$ cat src/rtl/layer4_ctrl_pkg.sv
// Shared types and helpers for the layer-4 result buffer controller.
//   l4c_state_t : frame lifecycle (IDLE -> FILL -> FULL -> IDLE)
//   L4_GRID     : grid side, L4_DEPTH : entries per frame
//   l4_index()  : raster index row*12+col built from shifts, 8 bits wide
package layer4_ctrl_pkg;

  typedef enum logic [1:0] {
    IDLE = 2'd0,
    FILL = 2'd1,
    FULL = 2'd2
  } l4c_state_t;

  localparam int L4_GRID  = 12;
  localparam int L4_DEPTH = 144;

  // row*12 + col as (row<<4) - (row<<2) + col; callers range-check first,
  // so the 8-bit result cannot overflow for legal coordinates.
  function automatic logic [7:0] l4_index(input logic [7:0] row,
                                          input logic [7:0] col);
    logic [7:0] row_x16;
    logic [7:0] row_x4;
    row_x16 = row << 4;
    row_x4  = row << 2;
    return row_x16 - row_x4 + col;
  endfunction

endpackage

$ cat src/rtl/layer4_raster_cnt.sv
// Raster (row, col) counter for the layer-4 result grid.
//   clk, rst : clock and synchronous active-high reset
//   clear    : synchronous return to (0,0)
//   enable   : advance one position; col wraps at WIDTH-1 and bumps row
//   row, col : current raster position
//   last     : current position is (WIDTH-1, WIDTH-1)
module layer4_raster_cnt #(
  parameter int WIDTH = 12
) (
  input  logic        clk,
  input  logic        rst,
  input  logic        clear,
  input  logic        enable,
  output logic [15:0] row,
  output logic [15:0] col,
  output logic        last
);

  localparam logic [15:0] LAST_POS = 16'(WIDTH - 1);

  logic [15:0] row_reg;
  logic [15:0] col_reg;

  always_ff @(posedge clk) begin
    if (rst || clear) begin
      row_reg <= '0;
      col_reg <= '0;
    end else if (enable) begin
      if (col_reg == LAST_POS) begin
        col_reg <= '0;
        row_reg <= (row_reg == LAST_POS) ? '0 : row_reg + 16'd1;
      end else begin
        col_reg <= col_reg + 16'd1;
      end
    end
  end

  assign row  = row_reg;
  assign col  = col_reg;
  assign last = (row_reg == LAST_POS) && (col_reg == LAST_POS);

endmodule

$ cat src/rtl/layer4_result_mem_ctrl.sv
// Sequencing controller for the layer-4 result buffer (WIDTH x WIDTH
// entries of DATA_W bits in dual-port SRAM).
//   start / frame_release        : frame lifecycle controls
//   in_valid / in_ready / in_data: raster-order producer handshake
//   save_*, layer4_result_store_data_in : registered buffer write port
//   rd_req / rd_row / rd_col     : consumer read request (held until rd_gnt)
//   rd_gnt / rd_err              : combinational grant, one-shot range error
//   read_*_addr, layer4_result_read_signal, rd_data_valid : buffer read port
//   wr_count / frame_full        : committed entries and FULL indication
module layer4_result_mem_ctrl
  import layer4_ctrl_pkg::*;
#(
  parameter int WIDTH  = L4_GRID,
  parameter int DATA_W = 128
) (
  input  logic              clk,
  input  logic              rst,
  input  logic              start,
  input  logic              in_valid,
  output logic              in_ready,
  input  logic [DATA_W-1:0] in_data,
  output logic              save_enable,
  output logic [15:0]       save_row_addr,
  output logic [15:0]       save_col_addr,
  output logic [DATA_W-1:0] layer4_result_store_data_in,
  input  logic              rd_req,
  input  logic [15:0]       rd_row,
  input  logic [15:0]       rd_col,
  output logic              rd_gnt,
  output logic              rd_err,
  output logic [15:0]       read_row_addr,
  output logic [15:0]       read_col_addr,
  output logic              layer4_result_read_signal,
  output logic              rd_data_valid,
  output logic [7:0]        wr_count,
  output logic              frame_full,
  input  logic              frame_release
);

  localparam logic [7:0]  DEPTH = 8'(WIDTH * WIDTH);
  localparam logic [15:0] GRID  = 16'(WIDTH);

  l4c_state_t state_reg, state_next;

  logic              save_enable_reg;
  logic [15:0]       save_row_reg;
  logic [15:0]       save_col_reg;
  logic [DATA_W-1:0] save_data_reg;
  logic [7:0]        wr_count_reg;
  logic              rd_data_valid_reg;
  logic              err_hold_reg;
  logic              raster_done_reg;

  logic [15:0] raster_row;
  logic [15:0] raster_col;
  logic        raster_last;
  logic        accept;
  logic        wr_done;
  logic [8:0]  occupancy;
  logic        rd_in_range;
  logic        rd_bad;
  logic [7:0]  rd_idx;

  // ---------------- write side ----------------
  // Occupancy counts the registered-but-not-yet-written entry so the
  // producer is throttled exactly at DEPTH, not one entry late.
  assign occupancy = {1'b0, wr_count_reg} + {8'd0, save_enable_reg};
  assign in_ready  = (state_reg == FILL) && (occupancy < {1'b0, DEPTH})
                     && !raster_done_reg;
  assign accept    = in_valid && in_ready;

  layer4_raster_cnt #(.WIDTH(WIDTH)) u_raster (
    .clk    (clk),
    .rst    (rst),
    .clear  (state_reg == IDLE),
    .enable (accept),
    .row    (raster_row),
    .col    (raster_col),
    .last   (raster_last)
  );

  assign wr_done = save_enable_reg && (wr_count_reg == DEPTH - 8'd1);

  always_comb begin
    state_next = state_reg;
    case (state_reg)
      IDLE:    if (start)         state_next = FILL;
      FILL:    if (wr_done)       state_next = FULL;
      FULL:    if (frame_release) state_next = IDLE;
      default:                    state_next = IDLE;
    endcase
  end

  always_ff @(posedge clk) begin
    if (rst) begin
      state_reg         <= IDLE;
      save_enable_reg   <= 1'b0;
      save_row_reg      <= '0;
      save_col_reg      <= '0;
      save_data_reg     <= '0;
      wr_count_reg      <= '0;
      rd_data_valid_reg <= 1'b0;
      err_hold_reg      <= 1'b0;
      raster_done_reg   <= 1'b0;
    end else begin
      state_reg       <= state_next;
      save_enable_reg <= accept;
      if (accept) begin
        save_row_reg  <= raster_row;
        save_col_reg  <= raster_col;
        save_data_reg <= in_data;
      end
      // Leaving FULL clears the count so IDLE is entered with zero.
      if ((state_reg == FULL) && frame_release)
        wr_count_reg <= '0;
      else if (save_enable_reg)
        wr_count_reg <= wr_count_reg + 8'd1;
      // Sticky guard: once (last,last) is taken nothing more is accepted.
      if (state_reg == IDLE)
        raster_done_reg <= 1'b0;
      else if (accept && raster_last)
        raster_done_reg <= 1'b1;
      rd_data_valid_reg <= rd_gnt;
      err_hold_reg      <= rd_bad;
    end
  end

  assign save_enable                 = save_enable_reg;
  assign save_row_addr               = save_row_reg;
  assign save_col_addr               = save_col_reg;
  assign layer4_result_store_data_in = save_data_reg;
  assign wr_count                    = wr_count_reg;
  assign frame_full                  = (state_reg == FULL);

  // ---------------- read side ----------------
  // Range check uses the full 16 bits; the index only needs the low byte
  // once both coordinates are known to be below WIDTH.
  assign rd_in_range = (rd_row < GRID) && (rd_col < GRID);
  assign rd_idx      = l4_index(rd_row[7:0], rd_col[7:0]);
  assign rd_gnt      = rd_req && rd_in_range && (rd_idx < wr_count_reg)
                       && (state_reg != IDLE);
  assign rd_bad      = rd_req && !rd_in_range;
  // A held bad request reports once, on its first cycle.
  assign rd_err      = rd_bad && !err_hold_reg;

  // Address outputs are forced to zero whenever no grant is issued.
  generate
    for (genvar gi = 0; gi < 16; gi++) begin : g_rd_addr
      assign read_row_addr[gi] = rd_row[gi] & rd_gnt;
      assign read_col_addr[gi] = rd_col[gi] & rd_gnt;
    end
  endgenerate

  assign rd_data_valid             = rd_data_valid_reg;
  assign layer4_result_read_signal = rd_gnt || rd_data_valid_reg;

endmodule

$ cat config.mk
export PLATFORM = sky130hd
export DESIGN_NAME = layer4_result_mem_ctrl
export DESIGN_NICKNAME = d
export VERILOG_FILES = /design/src/rtl/layer4_ctrl_pkg.sv /design/src/rtl/layer4_raster_cnt.sv /design/src/rtl/layer4_result_mem_ctrl.sv
export SDC_FILE = /design/constraint.sdc
export NUM_CORES = 1
export LEC_CHECK = 0
export CORE_AREA = 2 2 190 118
export CTS_CLUSTER_SIZE = 28
export DETAILED_ROUTE_END_ITERATION = 7
export DIE_AREA = 0 0 192 120
export MAX_ROUTING_LAYER = met4
export PLACE_DENSITY = 0.88
export SETUP_SLACK_MARGIN = 0.05
export SLEW_MARGIN = 40
export SYNTH_ARGS = -nofsm -noshare
export SYNTH_HDL_FRONTEND = slang
export SYNTH_SLANG_ARGS = --single-unit
$ cat constraint.sdc
create_clock -name clk -period 10.3 [get_ports clk]
set_input_delay 1.545 -clock clk [delete_from_list [all_inputs] [get_ports clk]]
set_output_delay 1.545 -clock clk [all_outputs]
set_load 0.02 [all_outputs]
Yosys cells after proc, flatten, opt, wreduce, memory -nomap -nowiden. Cells that the tools add are included.

Latch bits: 0. Memories kept: 0. Word-level logic and storage cells: 91. Register bits after elaboration: 206. Bits in read-only memories: 0. RAM bits: 0. Bits of input ports: 166.

Shift operators: 0. Magnitude comparators: 4. Bitwise gates (word level): 32. Div/mod/pow operators: 0. $add $sub $neg: 6. Mux-type cells: 6. Reduce and logical (&&, ||, !) cells: 24. $mul: 0. Eq/ne operators: 8.

Operator list (number): $add 16x1->16 const B (2); $and 1x1->1 (32); $eq 16x4->1 const B (2); $lt 16x4->1 const B (2); $mux 16 (2); $logic_and 1x1->1 (13); $add 8x1->9 (1); $lt 9x8->1 const B (1); $add 8x1->8 const B (1); $add 8x8->8 (1); $eq 8x8->1 const B (1); $lt 8x8->1 (1); $sub 8x8->8 (1); $mux 2 (3); $pmux 2 s3 (1); $ne 2x2->1 const B (2); $reduce_or 2->1 (2); $logic_not 1->1 (3); $reduce_and 3->1 (1); $eq 2x1->1 const B (1); $eq 2x2->1 const B (1); $logic_not 2->1 (1); $logic_or 1x1->1 (2); $ne 2x1->1 const B (1); other kinds (2) (2).

Depth between registers and ports, before layout.
Depth in word-level cells: 6. Gate-level depth with buffers: 14.

Hierarchy. From an unflattened synthesis, not the netlist that was laid out.

Cells, all modules: 1065. Area, all modules: 8574.5 um^2.

By module, submodules not included: layer4_result_mem_ctrl (times used 1, cells an instance 872, area an instance 6927.9 um^2, seq. area each 3483.3 um^2); layer4_raster_cnt (times used 1, cells an instance 193, area an instance 1646.6 um^2, seq. area each 640.6 um^2).

Worst setup path before layout. Ideal clock, no wire load.

Kind: in2out. From: in rd_row[2]. To: out read_col_addr[0]. Stages: 13. Path slack: 4419 ps. Data arrival time: 4336 ps. Required time: 8755 ps. Cell sequence: inv_1 -> fa_1 -> ha_1 -> o21a_1 -> nor2_1 -> xnor2_1 -> ha_1 -> a21o_1 -> a21o_1 -> a211oi_1 -> o211a_1 -> clkbuf_1 -> and2_1.

Cells in the longest elaborated chain, start to end: 6. Elaborated cells on any way between the ends: 9. Those cells by class: 2 x add/sub; 2 x order compare; 1 x bitwise; 4 x reduce/logical.

Ends and longest elaborated chain: start: declaration (RTL line layer4_result_mem_ctrl.sv:27) `input logic [15:0] rd_row,`; $sub 8x8->8 or $lt 16x4->1 (tied branches) (RTL line layer4_ctrl_pkg.sv:24, layer4_result_mem_ctrl.sv:138); $add 8x8->8 or $logic_and 1x1->1 (tied branches) (RTL line layer4_ctrl_pkg.sv:24, layer4_result_mem_ctrl.sv:138); $lt 8x8->1 or $logic_and 1x1->1 (tied branches) (RTL line layer4_result_mem_ctrl.sv:140) `assign rd_gnt = rd_req && rd_in_range && (rd_idx < wr_count_reg)`; $logic_and 1x1->1 (*) (RTL line layer4_result_mem_ctrl.sv:140); $logic_and 1x1->1 (*) (RTL line layer4_result_mem_ctrl.sv:141) `&& (state_reg != IDLE);`; named net rd_gnt (RTL line layer4_result_mem_ctrl.sv:29) `output logic rd_gnt,`; $and 1x1->1 (*) (RTL line layer4_result_mem_ctrl.sv:150) `assign read_col_addr[gi] = rd_col[gi] & rd_gnt;`; end: declaration (RTL line layer4_result_mem_ctrl.sv:32) `output logic [15:0] read_col_addr,`.

The timed path passes the listed nets; every way through them passes the cells marked *.

Final worst setup path.
From: in rd_row[1]. To: out read_col_addr[3].

Cells in the longest elaborated chain, start to end: 6. Elaborated cells on any way between the ends: 9. Those cells by class: 2 x add/sub; 2 x order compare; 1 x bitwise; 4 x reduce/logical.

Ends and longest elaborated chain (RTL line): $sub 8x8->8 or $lt 16x4->1 (tied branches) (layer4_ctrl_pkg.sv:24, layer4_result_mem_ctrl.sv:138); $add 8x8->8 or $logic_and 1x1->1 (tied branches) (layer4_ctrl_pkg.sv:24, layer4_result_mem_ctrl.sv:138); $lt 8x8->1 or $logic_and 1x1->1 (tied branches) (layer4_result_mem_ctrl.sv:140); $logic_and 1x1->1 (*) (layer4_result_mem_ctrl.sv:140); $logic_and 1x1->1 (*) (layer4_result_mem_ctrl.sv:141); $and 1x1->1 (*) (layer4_result_mem_ctrl.sv:150).

Mark *: on every way between the ends. The rest lies on a longest branch, timed or not.

==> results.md <==
- The flow ran to the end, and the final reports show no timing, DRC or antenna violations.
- From left edge to right edge, the die measures about 190 um.
- The maximum resistive drop on vdd is about 0.12 mV.
- The reg-to-reg startpoint is wr_count[4]$_SDFFE_PP0P_.
- The die extent in y is 120 um.
- Row generation in the floorplan step produced 42 rows.
- No sink is reached through more buffers than the 3 on the longest clock path.
- TritonCTS built the clock tree.
- For this run the aggregate overflow at the end of global routing stands at 0.
- The peak clock frequency supported by timing is approximately 140 MHz.
- Global routing used 5.03% of the available met3 tracks.
- The clock-pin slew reported for the worst setup and hold paths after clock tree synthesis is roughly 0.06 ns.
- 0 antenna diodes ended up in the layout.
- The wire length of the first global-routing pass is between 40000 and 50000 um.
- After synthesis, the largest family of logic cells by area is simple AND/OR/NAND/NOR gates.
- The later pin in the worst-skew pair is clocked with a latency of ~0.49 ns.
- Summing the areas of all fa, ha and maj instances in the mapped netlist gives approximately 3.3% of the synthesized area.
- The most frequent standard cell in the layout excluding fill and tap cells is clkdlybuf4s50_1.
- The global-route usage over all layers is ~23%.
- Adding up every negative setup slack in the final design gives 0 ns.
- The fraction of final layout cells with drive strength greater than 1 is 3.43%.
- STA classifies the critical path startpoint as an input port.
- The most congested layer reported by global routing is met2.
- Yosys printed 0 warnings.
- For this run, the detailed router's first-pass iteration total came to 6.
- The hold violation count in the final report came to 0.
- After detailed routing, the average wire length per cell comes to 15.7 um.
- The number of distinct standard cells referenced by the synthesized netlist is 52.
- Summed over all cells, the static leakage comes to 4.53 nW.
- The timing startpoint of the critical path is rd_row[1].
- The tool flagged a number of max-cap violations equal to 0.
- The sequential fraction of the synthesis area is about half.
- The top cell types in the final layout, fill and taps aside, are 347 x clkdlybuf4s50_1, 343 x nand2_1, 206 x dfxtp_1, 175 x a21oi_1, 35 x nor2_1.
- The worst slew margin relative to its limit is a little under half.
- The worst-margin pin slew is 0.812 ns.
- The total detailed-routing wirelength is 26500 um.
- For this block, the initial DRC count from the detailed router was 570.
- The beginning of the worst hold path is layer4_result_store_data_in[125]$_SDFFE_PP0P_.
- The portion of synthesized cell area occupied by the leading cell type is 48.1%.
- The number of buffers inserted by post-CTS setup repair is 0.
- The initial utilization of the core area, before any placement, comes to ~40%.
- The count of H-tree levels built during CTS is 1.
- Summing the areas of all and, or, nand and nor instances in the mapped netlist gives 24.8% of the synthesized area.
- The residual DRC count is 0.
- The remaining antenna violation count is 0.
- The maximum number of pins on one net before global-route repair is 104.
- The tightest min-delay check is of the register to register type.
- Summing every instance area after synthesis gives 0.00858 sq mm.
- For this run, global-route usage on met2 was measured as a little over a third.
- The die footprint is about 0.023 sq mm.
- The xor and xnor fraction of the mapped netlist area is ~2.2%.
- Detailed placement finished with a half-perimeter wire length of between 15000 and 20000 um.
- The via count of the first global-routing pass is 8139.
- For the worst setup path, the data required time is slightly below 9 ns.
- In this run the power density over the cells is between 100 and 150 mW/mm^2.
- The layout-stage area growth over the synthesis result is 49.4%.
- The flip-flop count of the largest register after layout is 128.
- The cell at the root of the clock tree is clkbuf_16.
- The overall power of the completed layout is around 1.9 mW.
- Counting every sink on the clock net gives approximately 210.
- At the worst endpoint, the arrival time is 5.53 ns.
- After synthesis, the share of cell area in mux cells is 0.350%.
- The initial antenna violation count is 0.
- ~370 I/O pins were placed.
- In the global route stage, met1 resource usage came out at approximately 29%.
- The final max-slew violation count is 0.
- Across all layers, the routed design uses ~8600 vias.
- Setup violations remaining at the end of the flow were counted as 0.
- Yosys attributes the largest share of cell area to dfxtp_1 48%, nand2_1 15%, a21oi_1 10%.
- Counting flops with a built-in enable in the synthesized netlist gives 0.
- The maximum fanout count along the critical path is 11.
- The cell area after layout is around 0.013 sq mm.
- The average via count per standard cell is roughly 5.1.
- Summed over all instances, the cell type with the most area after synthesis is dfxtp_1.
- The clock skew after layout is roughly 0.016 ns.
- The count of input and output buffers is roughly 350.
- The compound-gate portion of the synthesized area is 14.5%.
- STA classifies the critical path endpoint as a primary output.
- The cell area after placement is roughly 0.012 sq mm.
- The total core area is 0.0214 sq mm.
- The average cell area after synthesis is between 7 and 8 sq um.
- Setup repair after global routing left no endpoint under its margin.
- The post-cts sizing count is 0.
- The share of flip-flops with an asynchronous set or reset after synthesis is 0%.
- The final layout contains 1575 nets.
- The portion of the clock cycle consumed by the worst path in the final layout is 68.7%.
- The total of hold buffers inserted after clock tree synthesis is 0.
- The synthesized instance count is approximately 1100.
- Synthesis inferred just over 200 register bits.
- The final weighted congestion in routability-driven placement is around 0.86.
- The worst path in the final design needs a cycle of between 7 and 8 ns, including I/O delays and setup.
- The most used flip-flop cell after synthesis is dfxtp_1.
- The type of the worst setup path is input port to primary output.
- Clock tree synthesis inserted a total of 21 buffers.
-- Yosys cell counts (all sizes together) (3+ instances only) --
cell    number
nor4        15
nor2        35
or3          3
nand3       16
buf         52
o21a         3
o211ai       3
nand3b       3
a21oi      175
dfxtp      206
and3         5
xnor2       16
o31ai        7
fa           3
a211oi       3
xor2         6
clkbuf      41
inv         21
nand2b       3
nor3        13
or4          3
a31oi        6
nor2b        5
a21o         5
and4         7
nand2      344
and2        11
mux2i        3
nand4       13
o21ai       20
ha          18
nor4b        3
-- layer usage --
layer / vias up / wire length, um
met5: - / 0
met4: 0 / 622
met3: 47 / 1890
met2: 299 / 12500
met1: 4086 / 11500
li1: 4181 / -
-- worst max-delay path, stage by stage --
cell and delay, ns:
clkdlybuf4s50_1 0.49, inv_1 0.10, ha_1 0.33, ha_1 0.34
o21a_1 0.14, o21a_1 0.17, nor2_1 0.18, xnor2_1 0.15
ha_1 0.26, a21o_1 0.17, a21o_1 0.18, a211oi_1 0.28
o211a_1 0.34, and2_1 0.21, clkdlybuf4s50_1 0.65
-- per-stage QoR --
stage | setup WS (ns) | std cells | hold WS [ns] | util [%]
CTS | 3.31 | 1686 | 0.455 | 59.7
global route | 3.03 | 1687 | 0.471 | 59.8
global placement | 3.47 | 1650 | 0.441 | 56.3
detailed placement | 3.32 | 1650 | 0.446 | 56.3
finish | 3.22 | 1687 | 0.452 | 59.8
floorplan | 4.42 | 1105 | 0.452 | -
-- layout make-up --
| cell class | count | area [sq um] |
|---|---|---|
| clock buffer | 29 | 606 |
| timing repair buffer | 353 | 3550 |
| sequential | 206 | 4120 |
| multi-input combinational | 785 | 3990 |
| inverter | 21 | 78.8 |
| fill | 1833 | 8630 |
| clock inverter | 7 | 110 |
| tap | 286 | 358 |
-- final timing paths --
path         slack (ns)                                            end  cells after the start
max                3.22                               read_col_addr[3]                     15
max reg2reg        7.22                  u_raster.col[11]$_SDFFE_PP0P_                      6
min                0.45  layer4_result_store_data_in[125]$_SDFFE_PP0P_                      2
min reg2reg        0.45  layer4_result_store_data_in[125]$_SDFFE_PP0P_                      2
-- kinds of logic (layout without fill, tap and decap cells) --
kind of cell | count (synthesis) | after routing
buf+inv | 114 | 410
simple gates | 485 | 485
mux | 3 | 3
other cells | 1 | 24
fa+ha+maj | 21 | 21
compound gates | 230 | 230
xor+xnor | 22 | 22
flops | 206 | 206
-- report_power, final --
group | leakage, nW | switching (mW) | internal, mW | total (mW)
logic | 2.51 | 0.131 | 0.130 | 0.261
clock network | 0.356 | 0.305 | 0.484 | 0.789
registers | 1.67 | 0.0115 | 0.818 | 0.830
(Power assumes the default switching activity.)
